### config.mk
export PLATFORM = sky130hd
export DESIGN_NAME = imem_loader
export DESIGN_NICKNAME = d
export VERILOG_FILES = /design/src/rtl/imem_loader_pkg.sv /design/src/rtl/imem_byte_serializer.sv /design/src/rtl/imem_loader.sv
export SDC_FILE = /design/constraint.sdc
export NUM_CORES = 1
export LEC_CHECK = 0
export CAP_MARGIN = 20
export CELL_PAD_IN_SITES_DETAIL_PLACEMENT = 1
export CELL_PAD_IN_SITES_GLOBAL_PLACEMENT = 1
export CORE_MARGIN = 2
export CORE_UTILIZATION = 45
export CTS_CLUSTER_SIZE = 14
export DETAILED_ROUTE_END_ITERATION = 8
export PLACE_DENSITY_LB_ADDON = 0.12
export SYNTH_ARGS = -nofsm -noshare
export SYNTH_HDL_FRONTEND = slang
export SYNTH_SLANG_ARGS = --single-unit
### constraint.sdc
create_clock -name clk -period 4.4 [get_ports clk]
set_input_delay 0.88 -clock clk [delete_from_list [all_inputs] [get_ports clk]]
set_output_delay 0.88 -clock clk [all_outputs]
set_load 0.005 [all_outputs]
### src/rtl/imem_loader_pkg.sv
// Shared definitions for the instruction-memory loader: FSM encoding and sizing constants.
package imem_loader_pkg;

   typedef enum logic [2:0] {
      S_IDLE,
      S_RECV,
      S_WRITE,
      S_DONE,
      S_ERROR
   } state_t;

   localparam int MEM_BYTES_DEFAULT = 132;
   localparam int WORD_BYTES        = 4;

endpackage

### src/rtl/imem_byte_serializer.sv
// Latches one 32-bit word and emits it little-endian as 4 registered byte writes, first byte
// the cycle after load; it never stalls, so the caller must not load while a word is in flight.
module imem_byte_serializer
   import imem_loader_pkg::*;
#(
   parameter int ADDR_W = 64
) (
   input  logic              clk,
   input  logic              reset,
   input  logic              load,
   input  logic [ADDR_W-1:0] base,
   input  logic [31:0]       word,
   output logic              last_byte,
   output logic              wr_en,
   output logic [ADDR_W-1:0] wr_addr,
   output logic [7:0]        wr_data
);

   logic [31:0]       word_q;
   logic [ADDR_W-1:0] base_q;
   logic [1:0]        idx;
   logic [1:0]        next_idx;

   assign next_idx  = idx + 2'd1;
   assign last_byte = wr_en && (idx == 2'(WORD_BYTES - 1));

   // Address and data are only updated while strobing, so they hold their last values when idle.
   always_ff @(posedge clk or negedge reset) begin
      if (!reset) begin
         word_q  <= '0;
         base_q  <= '0;
         idx     <= '0;
         wr_en   <= 1'b0;
         wr_addr <= '0;
         wr_data <= '0;
      end else if (load) begin
         word_q  <= word;
         base_q  <= base;
         idx     <= '0;
         wr_en   <= 1'b1;
         wr_addr <= base;
         wr_data <= word[7:0];
      end else if (wr_en) begin
         if (last_byte) begin
            wr_en <= 1'b0;
         end else begin
            idx     <= next_idx;
            wr_addr <= base_q + ADDR_W'(next_idx);
            wr_data <= 8'(word_q >> {next_idx, 3'b000});
         end
      end
   end

endmodule

### src/rtl/imem_loader.sv
// Run-time instruction loader: stream words in, 4 byte writes each (5 cycles/word), Core_Hold until done.
// Load_Ready is low while a word is being written; IMEM_LOADER_CHECKSUM_EN adds the running word sum.
module imem_loader
   import imem_loader_pkg::*;
#(
   parameter int MEM_BYTES = MEM_BYTES_DEFAULT,
   parameter int ADDR_W    = 64
) (
   input  logic              clk,
   input  logic              reset,
   input  logic              Start,
   input  logic [31:0]       Load_Word,
   input  logic              Load_Valid,
   input  logic              Load_Last,
   output logic              Load_Ready,
   output logic              Mem_Write_En,
   output logic [ADDR_W-1:0] Mem_Write_Addr,
   output logic [7:0]        Mem_Write_Data,
   output logic              Core_Hold,
   output logic              Load_Done,
   output logic              Load_Error,
   output logic [31:0]       Checksum
);

   state_t            state;
   logic [ADDR_W-1:0] base;
   logic              last_q;
   logic              accept;
   logic              overflow;
   logic              load;
   logic              start_go;
   logic              last_byte;

   assign accept   = (state == S_RECV) && Load_Valid && Load_Ready;
   assign overflow = (base + ADDR_W'(WORD_BYTES)) > ADDR_W'(MEM_BYTES);
   assign load     = accept && !overflow;
   assign start_go = Start && (state == S_IDLE || state == S_DONE || state == S_ERROR);

   imem_byte_serializer #(.ADDR_W(ADDR_W)) u_ser (
      .clk       (clk),
      .reset     (reset),
      .load      (load),
      .base      (base),
      .word      (Load_Word),
      .last_byte (last_byte),
      .wr_en     (Mem_Write_En),
      .wr_addr   (Mem_Write_Addr),
      .wr_data   (Mem_Write_Data)
   );

   always_ff @(posedge clk or negedge reset) begin
      if (!reset) begin
         state      <= S_IDLE;
         base       <= '0;
         last_q     <= 1'b0;
         Load_Ready <= 1'b0;
         Core_Hold  <= 1'b1;
         Load_Done  <= 1'b0;
         Load_Error <= 1'b0;
      end else begin
         case (state)
            S_IDLE: begin
               if (Start) begin
                  state      <= S_RECV;
                  base       <= '0;
                  Load_Ready <= 1'b1;
               end
            end
            S_RECV: begin
               if (accept) begin
                  Load_Ready <= 1'b0;
                  if (overflow) begin
                     // Word does not fit: drop it and park with the core still held.
                     state      <= S_ERROR;
                     Load_Error <= 1'b1;
                  end else begin
                     state  <= S_WRITE;
                     last_q <= Load_Last;
                  end
               end
            end
            S_WRITE: begin
               if (last_byte) begin
                  if (last_q) begin
                     state     <= S_DONE;
                     Load_Done <= 1'b1;
                     Core_Hold <= 1'b0;
                  end else begin
                     state      <= S_RECV;
                     base       <= base + ADDR_W'(WORD_BYTES);
                     Load_Ready <= 1'b1;
                  end
               end
            end
            S_DONE: begin
               if (Start) begin
                  state      <= S_RECV;
                  base       <= '0;
                  Load_Done  <= 1'b0;
                  Core_Hold  <= 1'b1;
                  Load_Ready <= 1'b1;
               end
            end
            S_ERROR: begin
               if (Start) begin
                  state      <= S_RECV;
                  base       <= '0;
                  Load_Error <= 1'b0;
                  Load_Ready <= 1'b1;
               end
            end
            default: state <= S_IDLE;
         endcase
      end
   end

`ifdef IMEM_LOADER_CHECKSUM_EN
   always_ff @(posedge clk or negedge reset) begin
      if (!reset) begin
         Checksum <= '0;
      end else if (start_go) begin
         Checksum <= '0;
      end else if (load) begin
         Checksum <= Checksum + Load_Word;
      end
   end
`else
   assign Checksum = 32'h0;
`endif

endmodule

Word level (Yosys, flattened, before mapping) --
Index checks and enable logic that the tools add are counted.
Storage, ports and cells: flip-flop bits (word level) 243, bits in latches 0, memory bits (writable) 0, memory bits (read-only) 0, bits of input ports 37, output and inout bits 109, word-level logic and storage cells 89, memories kept 0
Operators by class: add/sub/neg operators 3, multiply operators 0, divide/modulo/power cells 0, magnitude comparators 1, equal/unequal tests 14, shifts and indexed selects 1, muxes and demuxes 37, bitwise gates (word level) 1, reduce and logical (&&, ||, !) cells 19
Operators with widths (count):
- 64-bit 2-to-1 mux | 6
- 64-bit case mux with 2 select lines | 1
- 64-bit by 2-bit adder with 64-bit output | 1
- 64-bit by 3-bit adder with 64-bit output, second input constant | 1
- 64-bit by 8-bit greater-than comparator with 1-bit output, second input constant | 1
- 32-bit by 5-bit >> shifter with 8-bit output | 1
- 8-bit 2-to-1 mux | 3
- 2-bit != test, second input constant | 8
- 1-bit 2-to-1 mux | 14
- 3-bit 2-to-1 mux | 4
- 4-bit AND reduction | 3
- 3-bit case mux with 3 select lines | 1
- 2-bit 2-to-1 mux | 4
- 2-bit nonzero test | 4
- 3-bit by 2-bit == test with 1-bit output, second input constant | 2
- 1-bit case mux with 2 select lines | 3
- 3-bit AND reduction | 2
- 5-bit AND reduction | 1
- 1-bit logical AND | 4
- 3-bit by 1-bit == test with 1-bit output, second input constant | 1
- 3-bit == test, second input constant | 1
- 3-bit zero test | 1
- 1-bit case mux with 3 select lines | 1
- 3-bit nonzero test | 1
- 7 further kinds | 7

Logic depth before layout (Yosys ltp) --
depth after elaboration 6, gate-level depth with buffers 15, depth with buffers taken out 11

Modules after synthesis --
Synthesis repeated with hierarchy kept, for this count alone.
Unflattened totals: cells, all modules 1476, area, all modules 13634.3 sq um
Modules (own cells, without submodules):
- imem_byte_serializer | times used 1, cells an instance 761, area each 8151.6 sq um
- imem_loader | times used 1, cells an instance 715, area each 5482.8 sq um

Worst setup path after synthesis --
No wires, ideal clock.
path kind reg-to-reg, start register base[2], end register u_ser.wr_addr[15], arrival time 3536 ps, required time 4275 ps, path slack 739 ps, cell stages (with the launch flop) 14, path buffers 3, period minus slack after synthesis 3661 ps, path through dfrtp_1 ha_1 nand4_2 nor4_2 and4_1 clkbuf_1 nand2_1 xor2_1 nand4b_4 nor4b_2 nand3_2 buf_2 buf_6 mux2_4
On the way: word-level cells in the longest chain between the ends 6, elaborated cells on any way between the ends 8
RTL lines:
- start, declared | line imem_loader.sv:26 | logic [ADDR_W-1:0] base;
- start signal, assigned | line imem_loader.sv:90 | base <= base + ADDR_W'(WORD_BYTES);
- 64-bit by 3-bit adder with 64-bit output * | line imem_loader.sv:35 | assign overflow = (base + ADDR_W'(WORD_BYTES)) > ADDR_W'(MEM_BYTES);
- 64-bit by 8-bit greater-than comparator with 1-bit output * | line imem_loader.sv:35
- 1-bit zero test * | line imem_loader.sv:36 | assign load = accept && !overflow;
- 1-bit logical AND * | line imem_loader.sv:36
- 2-bit != test (no line) / 2-bit nonzero test (equally long branches)
- 2-bit AND reduction (no line)
- end signal, assigned | line imem_byte_serializer.sv:41 | wr_addr <= base;
- end signal, assigned | line imem_byte_serializer.sv:48 | wr_addr <= base_q + ADDR_W'(next_idx);
- end, declared | line imem_byte_serializer.sv:15 | output logic [ADDR_W-1:0] wr_addr,
Every way passes the cells marked *; elsewhere a longest branch is shown, timed or not. A chain may end at the register's enable or synchronous reset.

Final worst setup path --
start register base[2], end register u_ser.word_q[3]
On the way: word-level cells in the longest chain between the ends 4
RTL lines:
- 64-bit by 3-bit adder with 64-bit output | line imem_loader.sv:35
- 64-bit by 8-bit greater-than comparator with 1-bit output | line imem_loader.sv:35
- 1-bit zero test | line imem_loader.sv:36
- 1-bit logical AND | line imem_loader.sv:36
- end signal, assigned | line imem_byte_serializer.sv:37 | word_q <= word;
- end, declared | line imem_byte_serializer.sv:19 | logic [31:0] word_q;
Every way passes these cells.

==> impl_metrics.ini <==
[outcome]
status = completed

[layout]
finalNetCount = 1515
final_cell_mix = sky130_fd_sc_hd__dfrtp_1, sky130_fd_sc_hd__nor2_1, sky130_fd_sc_hd__nand2_1, sky130_fd_sc_hd__o21ai_0, sky130_fd_sc_hd__clkdlybuf4s50_1
filler_cell_count = 3307
layout.cells.non_filler = 1884
layout-area-overhead-vs-synth_pct = 17.1
multiInputGateArea_mm2 = 0.00685
most_common_cell_after_layout_fill_and_taps_aside = sky130_fd_sc_hd__dfrtp_1
layout-drive-gt1-share_pct = 11.9
ff_latch_area_mm2 = 0.00598
antennaDiodeCount = 0

[critical_path]
cp_num_buf_inv = 2
setup.reg_to_reg.worst_slack_ps = 350
critPathRequiredTime_ps = 4820
cp_cell_sequence = nand4_1 -> buf_4 -> nor4_1 -> and2_1 -> nand3_1 -> a2111oi_0 -> o22a_1 -> and3_1 -> nand3_4 -> buf_12 -> mux2_1
critical_path.reg2reg.startpoint = base[2]
cpPeakStageDelay_ps = 660
cp_top_family = simple AND/OR/NAND/NOR gates
cp_max_fo = 53
crit-reg2reg-capture = u_ser.word_q[3]
critical_path.slowest_cell = sky130_fd_sc_hd__nor4_1
critical_path_class = reg2reg
start_kind = register
crit_start = base[2]
worst-r2r-cell-count = 11
worst_setup_path_end_kind = register
timing.critical_path.arrival_ps = 4460

[logic_synthesis]
postSynthAreaPerCell_um2 = 9.65
synth_async_sr_flop_share_pct = 100
yosys_register_bits = 239
share_of_the_synthesized_area_in_the_top_cell_type_pct = 44.1
yosysSeqAreaShare_pct = 44.3
synth_enable_flop_cells = 0
synth_ff_type = sky130_fd_sc_hd__dfrtp_1
synth_area_leader = sky130_fd_sc_hd__dfrtp_1
synth_unique_cells = 69
synth_area_mm2 = 0.0135
synthTopCellsByArea = sky130_fd_sc_hd__dfrtp_1, sky130_fd_sc_hd__mux2_1, sky130_fd_sc_hd__mux2_2
yosysWarnings = 0
synth_cells = 1399

[drt]
drt_first_iter_violations = 659
finalWirelength_mm = 37.2
num_vias = 10800
antenna_left = 0
route.detailed.wl_per_inst_um = 19.8
vias_per_cell = 5.74
drt_pass1_iterations = 4
drt_drc_violations_left = 0

[global_route]
global_route.usage.total_pct = 23.8
global_route_total_overflow = 0
grt_max_degree = 113
grt_pass1_wl_mm = 60.2
via_count_of_the_first_global_routing_pass = 10900
antenna_found_initial = 0

[sta]
timing.setup.tns_ps = 0
finalSetupViolations = 0
max_freq_ghz = 0.247
tightestPinTransition_ps = 963
slew_viol_final = 0
rsz0062_at_grt = no
period_minus_slack_ps = 4050
final-hold-violation-count = 0
max-slew-margin-rel_pct = 35.8
clock_skew_ps = 24.1
final.period_utilization_pct = 91.9

[place]
gp_congestion = 0.894
port_buffers = 113
dp_hpwl_mm = 24.8
numPlacedInstances = 1828

[clock_network]
cts.clk_slew.worst_paths_ps = 60
cts_bufs_inserted = 29
tritoncts = done
cts_root_buf = sky130_fd_sc_hd__clkbuf_16
clockBufferDepth = 3
cts.sinks = 239
clk-insertion-delay-late_ps = 550
hold_buffers = 0
cts_max_level = 1

[floorplan]
design.portCount = 146
core-area_mm2 = 0.0296
fp.dieH_um = 177
initial_core_utilization_pct = 45.7
dieArea_mm2 = 0.0314
die_w_um = 177
num_rows = 63

[power_and_ir_drop]
ir_drop_uv = 325
static_leakage_uw = 0.00684
power.density_mw_per_mm2 = 504

[job]
maxCapViolations = 0

[hold_path]
worst_hold_path_type = in2async
==> worst max path at each step <==
stage | endpoint | cells after the start | slack (ps)
final | u_ser.word_q[3] | 11 | 350
after global routing | u_ser.word_q[3] | 12 | 80
after CTS | u_ser.word_q[3] | 11 | 110
after detailed placement | u_ser.base_q[11] | 11 | 160
after global placement | u_ser.base_q[39] | 11 | 230
after floorplan | u_ser.wr_addr[15] | 13 | 740
==> state kept, by name (all words and copies together), names as in the netlist <==
register       count
last_q             1
Core_Hold          1
u_ser.wr_addr     64
u_ser.word_q      32
u_ser.idx          2
Load_Error         1
u_ser.wr_en        1
Load_Done          1
u_ser.base_q      62
u_ser.wr_data      8
state              3
base              62
Load_Ready         1
==> Yosys cell counts, drive strengths merged (5+ instances only) <==
master	n
nand4	45
xnor2	29
or4	6
nand2b	6
ha	6
mux4	8
o31ai	30
inv	11
nor4	22
clkbuf	69
a31oi	15
xor2	19
and3	21
o21ai	129
dfrtp	238
o41ai	10
and4	18
mux2	164
mux2i	8
a21oi	31
or2	5
nand2	142
nand3	41
and2	18
or3	10
nor2	164
nor3	22
buf	70
==> cells by family (layout without fill, tap and decap cells) <==
family | after synthesis | count (layout) | synth area share [%]
simple gates | 534 | 534 | 19.8
flops | 239 | 239 | 44.3
other cells | 1 | 33 | 0.0278
xor+xnor | 48 | 48 | 3.11
fa+ha+maj | 6 | 6 | 0.556
buf+inv | 150 | 213 | 5.97
mux | 180 | 180 | 15.7
compound gates | 241 | 241 | 10.5
==> layer usage <==
metal	up-vias	wire [µm]	track usage [%]
li1	5080	-	-
met2	201	18500	40.6
met1	5488	16700	32.4
met4	0	756	6.10
met3	47	1290	2.60
met5	-	0	0
==> what timing repair did <==
item                                    in CTS  in global routing
endpoints found under the setup margin       0                165
buffers inserted                             0                  2
hold endpoints to repair                     0                  0
gates resized for setup                      0                  0
==> where the power goes <==
| part | internal, µW | switching, µW |
|---|---|---|
| combinational | 1300 | 1460 |
| sequential | 2600 | 271 |
| clock | 1420 | 923 |
| total | 5320 | 2650 |
==> stage by stage <==
stage / hold slack, ps / power [µW] / area [µm²] / util (%) / setup WS [ps]
after floorplan: 459 / 4620 / 13600 / - / 739
after global routing: 445 / 8470 / 15800 / 53.5 / 83.3
final: 381 / 7970 / 15800 / 53.5 / 355
after global placement: 468 / 5530 / 14800 / 50.1 / 228
after detailed placement: 479 / 5630 / 14800 / 50.1 / 155
after CTS: 427 / 8050 / 15800 / 53.3 / 106
==> final cells by class <==
cell class                 instances  share of cell area (%)
inverter                          11                   0.261
clock inverter                     7                   0.420
sequential                       239                    37.9
multi-input combinational       1042                    43.4
clock buffer                      46                    5.57
tap                              390                    3.09
timing repair buffer             149                    9.42
Note: power is estimated with default switching activity, not from simulation.
